--- src/rtl/jtdd_mcu_bridge.sv ---
// ============================================================================
// Module   : jtdd_mcu_bridge
// Purpose  : Main-CPU to MCU bridge: arbitrated shared-RAM access, control/status
//            registers and main-CPU IRQ. Optional macro: JTDD_MCU_TIMEOUT_EN.
// Revision : 1.0  initial release
// ============================================================================
`default_nettype none

module jtdd_mcu_bridge (
   input  logic       clk,
   input  logic       rst,
   input  logic       cpu_shared_cs,
   input  logic       cpu_ctrl_cs,
   input  logic [1:0] cpu_AB,
   input  logic       cpu_wrn,
   input  logic [7:0] cpu_dout,
   output logic [7:0] cpu_din,
   output logic       cpu_wait,
   output logic       main_irqn,
   output logic       com_cs,
   input  logic       mcu_ban,
   input  logic [7:0] shared_dout,
   input  logic       mcu_irqmain,
   output logic       mcu_nmi_set,
   output logic       mcu_haltn
);

   typedef enum logic [2:0] {
      ST_IDLE   = 3'd0,
      ST_WAIT   = 3'd1,
      ST_ACCESS = 3'd2,
      ST_LATCH  = 3'd3,
      ST_DONE   = 3'd4
   } state_t;

   state_t     r_state;
   logic [7:0] r_cpu_din;
   logic       r_haltn;
   logic       r_irq_pending;
   logic       r_nmi;
   logic       r_ctrl_cs_d;
   logic       r_irq_d1;
   logic       r_irq_d2;

   logic       w_ctrl_rise;
   logic       w_ctrl_wr;
   logic       w_clr;
   logic       w_irq_set;
   logic       w_tmo_flag;
   logic       w_unused;

   // Register writes act once per select strobe, on its rising edge
   assign w_ctrl_rise = cpu_ctrl_cs & ~r_ctrl_cs_d;
   assign w_ctrl_wr   = w_ctrl_rise & ~cpu_wrn;
   assign w_clr       = w_ctrl_wr & (cpu_AB == 2'd2);
   assign w_irq_set   = r_irq_d1 & ~r_irq_d2;
   assign w_unused    = &{1'b0, cpu_dout[7:1]};

`ifdef JTDD_MCU_TIMEOUT_EN
   logic [7:0] r_tmo_cnt;
   logic       r_tmo_flag;
   assign w_tmo_flag = r_tmo_flag;
`else
   assign w_tmo_flag = 1'b0;
`endif

   always_ff @(posedge clk) begin
      if (rst) begin
         r_state   <= ST_IDLE;
         r_cpu_din <= 8'h00;
`ifdef JTDD_MCU_TIMEOUT_EN
         r_tmo_cnt  <= 8'd0;
         r_tmo_flag <= 1'b0;
`endif
      end else begin
`ifdef JTDD_MCU_TIMEOUT_EN
         if (w_clr)
            r_tmo_flag <= 1'b0;
`endif
         // Status read first so a shared-RAM latch in the same clk takes priority
         if (cpu_ctrl_cs && cpu_wrn)
            r_cpu_din <= {5'b0, w_tmo_flag, r_irq_pending, r_haltn};
         case (r_state)
            ST_IDLE: begin
               if (cpu_shared_cs) begin
                  if (mcu_ban) begin
                     r_state <= ST_ACCESS;
                  end else begin
                     r_state <= ST_WAIT;
`ifdef JTDD_MCU_TIMEOUT_EN
                     r_tmo_cnt <= 8'd0;
`endif
                  end
               end
            end
            ST_WAIT: begin
               if (!cpu_shared_cs)
                  r_state <= ST_IDLE;
               else if (mcu_ban)
                  r_state <= ST_ACCESS;
`ifdef JTDD_MCU_TIMEOUT_EN
               else if (r_tmo_cnt == 8'd254) begin
                  r_tmo_cnt  <= 8'd255;
                  r_state    <= ST_DONE;
                  r_cpu_din  <= 8'hFF;
                  r_tmo_flag <= 1'b1;
               end else
                  r_tmo_cnt <= r_tmo_cnt + 8'd1;
`endif
            end
            ST_ACCESS: begin
               if (!cpu_shared_cs)
                  r_state <= ST_IDLE;
               else if (mcu_ban)
                  r_state <= ST_LATCH;
               else begin
                  r_state <= ST_WAIT;
`ifdef JTDD_MCU_TIMEOUT_EN
                  r_tmo_cnt <= 8'd0;
`endif
               end
            end
            ST_LATCH: begin
               if (!cpu_shared_cs)
                  r_state <= ST_IDLE;
               else begin
                  r_state <= ST_DONE;
                  if (cpu_wrn)
                     r_cpu_din <= shared_dout;
               end
            end
            ST_DONE: begin
               if (!cpu_shared_cs)
                  r_state <= ST_IDLE;
            end
            default: r_state <= ST_IDLE;
         endcase
      end
   end

   always_ff @(posedge clk) begin
      if (rst) begin
         r_haltn       <= 1'b0;
         r_irq_pending <= 1'b0;
         r_nmi         <= 1'b0;
         r_ctrl_cs_d   <= 1'b0;
         r_irq_d1      <= 1'b0;
         r_irq_d2      <= 1'b0;
      end else begin
         r_ctrl_cs_d <= cpu_ctrl_cs;
         r_irq_d1    <= mcu_irqmain;
         r_irq_d2    <= r_irq_d1;
         r_nmi       <= w_ctrl_wr && (cpu_AB == 2'd1);
         if (w_ctrl_wr && (cpu_AB == 2'd0))
            r_haltn <= cpu_dout[0];
         // A new MCU request beats a simultaneous acknowledge
         if (w_irq_set)
            r_irq_pending <= 1'b1;
         else if (w_clr)
            r_irq_pending <= 1'b0;
      end
   end

   assign cpu_din     = r_cpu_din;
   assign cpu_wait    = cpu_shared_cs && (r_state != ST_DONE);
   assign com_cs      = !rst && cpu_shared_cs && mcu_ban && (r_state == ST_ACCESS);
   assign main_irqn   = ~r_irq_pending;
   assign mcu_nmi_set = r_nmi;
   assign mcu_haltn   = r_haltn;

endmodule

`default_nettype wire
--- config.mk ---
export PLATFORM = sky130hd
export DESIGN_NAME = jtdd_mcu_bridge
export DESIGN_NICKNAME = d
export VERILOG_FILES = /design/src/rtl/jtdd_mcu_bridge.sv
export SDC_FILE = /design/constraint.sdc
export NUM_CORES = 1
export LEC_CHECK = 0
export BUFFER_PORTS_ARGS = -buffer_cell sky130_fd_sc_hd__clkbuf_2
export CAP_MARGIN = 15
export CORE_MARGIN = 2
export CORE_UTILIZATION = 40
export DETAILED_ROUTE_END_ITERATION = 8
export GPL_TIMING_DRIVEN = 0
export PLACE_DENSITY = 0.76
export REMOVE_ABC_BUFFERS = 1
export SETUP_SLACK_MARGIN = 0.2
export SYNTH_ARGS = -nofsm -noshare
export SYNTH_HDL_FRONTEND = slang
export SYNTH_SLANG_ARGS = --single-unit
--- constraint.sdc ---
create_clock -name clk -period 2.4 [get_ports clk]
set_clock_uncertainty 0.1 [all_clocks]
set_input_delay 0.12 -clock clk [delete_from_list [all_inputs] [get_ports clk]]
set_output_delay 0.12 -clock clk [all_outputs]
set_load 0.005 [all_outputs]
==> impl_metrics.env <==
export IMPL_start_util_pct=41.7
export IMPL_fin_crit_ns=1.67
export IMPL_setup_viol=0
export IMPL_root_buffer="clkbuf_4"
export IMPL_finalMaxSlewViolations=0
export IMPL_setup_tns_ns=0
export IMPL_antenna_cells=0
export IMPL_fmax_mhz=599
export IMPL_clk_insertion_delay_late_ns=0.29
export IMPL_synthArstFlopShare_pct=0
export IMPL_p_sw_share_pct=24.2
export IMPL_crit_chain="dlygate4sd3_1 > clkbuf_2 > nor3b_1 > nand2_1 > nor3b_1 > clkbuf_2"
export IMPL_die_area_um2=2380
export IMPL_crit_fanout=4
export IMPL_final_hold_viol_count=0
export IMPL_clock_sinks=17
export IMPL_cts_tree="built"
export IMPL_vias=738
export IMPL_hold_depth=3
export IMPL_power_per_cell_area_nw_per_um2=494
export IMPL_drc=0
export IMPL_grt_max_degree=20
export IMPL_htreeDepth=1
export IMPL_finalCritPeriodShare_pct=69.5
export IMPL_ff2ff_setup_slack_ns=0.90
export IMPL_overflow=0
export IMPL_numCtsBuffers=3
export IMPL_die_y_um=48.7
export IMPL_syn_area_per_cell_um2=8.90
export IMPL_max_slew_worst_pin_slew_ns=0.380
export IMPL_synth_edf_count=0
export IMPL_areaGrowthSynthToFinish_pct=30.5
export IMPL_n_fill_cell=182
export IMPL_netlist_instances=90
export IMPL_post_cts_buffers=0
export IMPL_ff2ff_path_depth=3
export IMPL_slew_headroom_pct=74.6
export IMPL_yosys_most_used_dff="dfxtp_1"
export IMPL_portBuffers=30
export IMPL_comb_power_share_pct=12.4
export IMPL_drt_first_iter_violations=8
export IMPL_crit_type="in -> out"
export IMPL_timing_hold_ws_ns=0.0308
export IMPL_grt_pass1_vias=667
export IMPL_ys_top_cells_by_area="dfxtp_1 (43%), nand2b_1 (10%), nand3b_1 (8.4%)"
export IMPL_min_from="cpu_AB[0]"
export IMPL_slowest_stage="dlygate4sd3_1"
export IMPL_antenna_found_initial=0
export IMPL_pwr_share_seq_pct=57.4
export IMPL_cts_buffer_depth=2
export IMPL_critPathArrivalTime_ns=1.45
export IMPL_clkTransAtPathRegs_ns=0.10
export IMPL_start_kind="primary input"
export IMPL_pin_count=38
export IMPL_ys_ff_latch=17
export IMPL_status="complete, no violations"
export IMPL_yosys_area_top_type="dfxtp_1"
export IMPL_max_stage_delay_ns=0.52
export IMPL_grt_pass1_wl_mm=2.83
export IMPL_fp_coreArea_um2=1920
export IMPL_mappedNetlistArea_um2=801
export IMPL_global_route_usage_total_pct=15.2
export IMPL_hold_path_class="in -> reg"
export IMPL_gp_congestion=0.734
export IMPL_mostFrequentLayoutCells="clkbuf_2 (30), dfxtp_1 (17), nand2b_1 (13)"
export IMPL_cp_end_kind="primary output"
export IMPL_hold_end="mcu_haltn$_SDFFE_PP0P_"
export IMPL_internal_power_mw=0.391
export IMPL_dr_pass1_iters=3
export IMPL_ant_nets=0
export IMPL_wl_per_cell_um=10.8
export IMPL_layout_drive_gt1_share_pct=28.0
export IMPL_ys_warn_count=0
export IMPL_wl_mm=1.64
export IMPL_clkPwrFrac_pct=30.2
export IMPL_p_leak_nw=0.436
export IMPL_die_width_um=48.7
export IMPL_crit_required_ns=2.18
export IMPL_ys_types=22
export IMPL_maxCapViolCount=0
export IMPL_num_nets_final=151
export IMPL_synth_top_area_share_pct=42.5
export IMPL_r2r_start="r_state[1]$_SDFFE_PP0P_"
export IMPL_layout_commonest_cell="clkbuf_2"
export IMPL_synth_seq_area_share_pct=42.5
export IMPL_irDropWorstVdd_v=0.000243
export IMPL_power_switching_mw=0.125
export IMPL_routed_via_density=4.86
export IMPL_rows=16
export IMPL_rsz0062_at_grt="false"
==> worst max-delay path: cells and delay by family <==
kind	cells	cell delay (ns)
buffers and inverters	3	0.81
and+or+nand+nor	3	0.53
==> power groups by stage <==
stage | clock, mW | sequential, mW | combinational, mW
finish | 0.156 | 0.296 | 0.0638
global route | 0.168 | 0.298 | 0.0714
CTS | 0.159 | 0.296 | 0.0646
detailed placement | 0 | 0.303 | 0.0577
global placement | 0 | 0.302 | 0.0559
floorplan | 0 | 0.302 | 0.0258
==> cells in the mapped netlist, types with 3 or more instances <==
| library cell | count |
|---|---|
| nand3b_1 | 9 |
| nor2b_1 | 3 |
| a31oi_1 | 6 |
| nand2_1 | 8 |
| dfxtp_1 | 17 |
| clkbuf_1 | 3 |
| a21oi_1 | 3 |
| or2_0 | 6 |
| nand2b_1 | 13 |
==> per-stage QoR <==
step                      utilization (%)  total power, mW  setup WS [ns]  area [µm²]  std cells
final                                54.4            0.516          0.732        1040        152
after detailed placement             49.9            0.361          0.909         958        142
after floorplan                         -            0.328           1.14         774         85
after global routing                 54.4            0.537          0.496        1040        152
after global placement               49.9            0.358           1.01         958        142
after CTS                            54.4            0.520          0.720        1040        152
==> how the worst max path moves through the flow <==
stage	to	slack (ns)	startpoint	cells after the start
after floorplan	flop	1.14	r_state[1]$_SDFFE_PP0P_	3
after global placement	flop	1.01	r_state[1]$_SDFFE_PP0P_	3
after detailed placement	flop	0.91	r_state[1]$_SDFFE_PP0P_	3
after CTS	com_cs	0.72	cpu_shared_cs	6
after global routing	com_cs	0.50	cpu_shared_cs	6
final	com_cs	0.73	cpu_shared_cs	6
==> cells by family (layout without fill, tap and decap cells) <==
family | count (synthesis) | after routing | share of synthesized area [%]
buffers and inverters | 7 | 42 | 4.22
AND/OR/NAND/NOR | 48 | 48 | 38.4
multiplexers | 2 | 2 | 2.50
AO/OA/AOI/OAI | 16 | 16 | 12.3
flip-flops | 17 | 17 | 42.5
==> cell type report <==
cell class,count,area [µm²],area share [%]
sequential,17,340,32.6
tap,27,33.8,3.23
inverter,2,7.51,0.719
clock buffer,4,26.3,2.51
multi-input combinational,66,427,40.8
timing repair buffer,36,210,20.1
==> layer usage <==
layer / routed length, µm / part of all wire (%) / GRT usage, %
met5: 0 / 0 / 0
met4: 48 / 2.9 / 8.57
met3: 57 / 3.5 / 2.16
met2: 790 / 48 / 25.3
met1: 741 / 45 / 18.8
==> repair_timing <==
item	in CTS	in global routing
resized for setup	0	0
hold endpoints to repair	5	0
hold buffers	6	0
(Power assumes the default switching activity.)
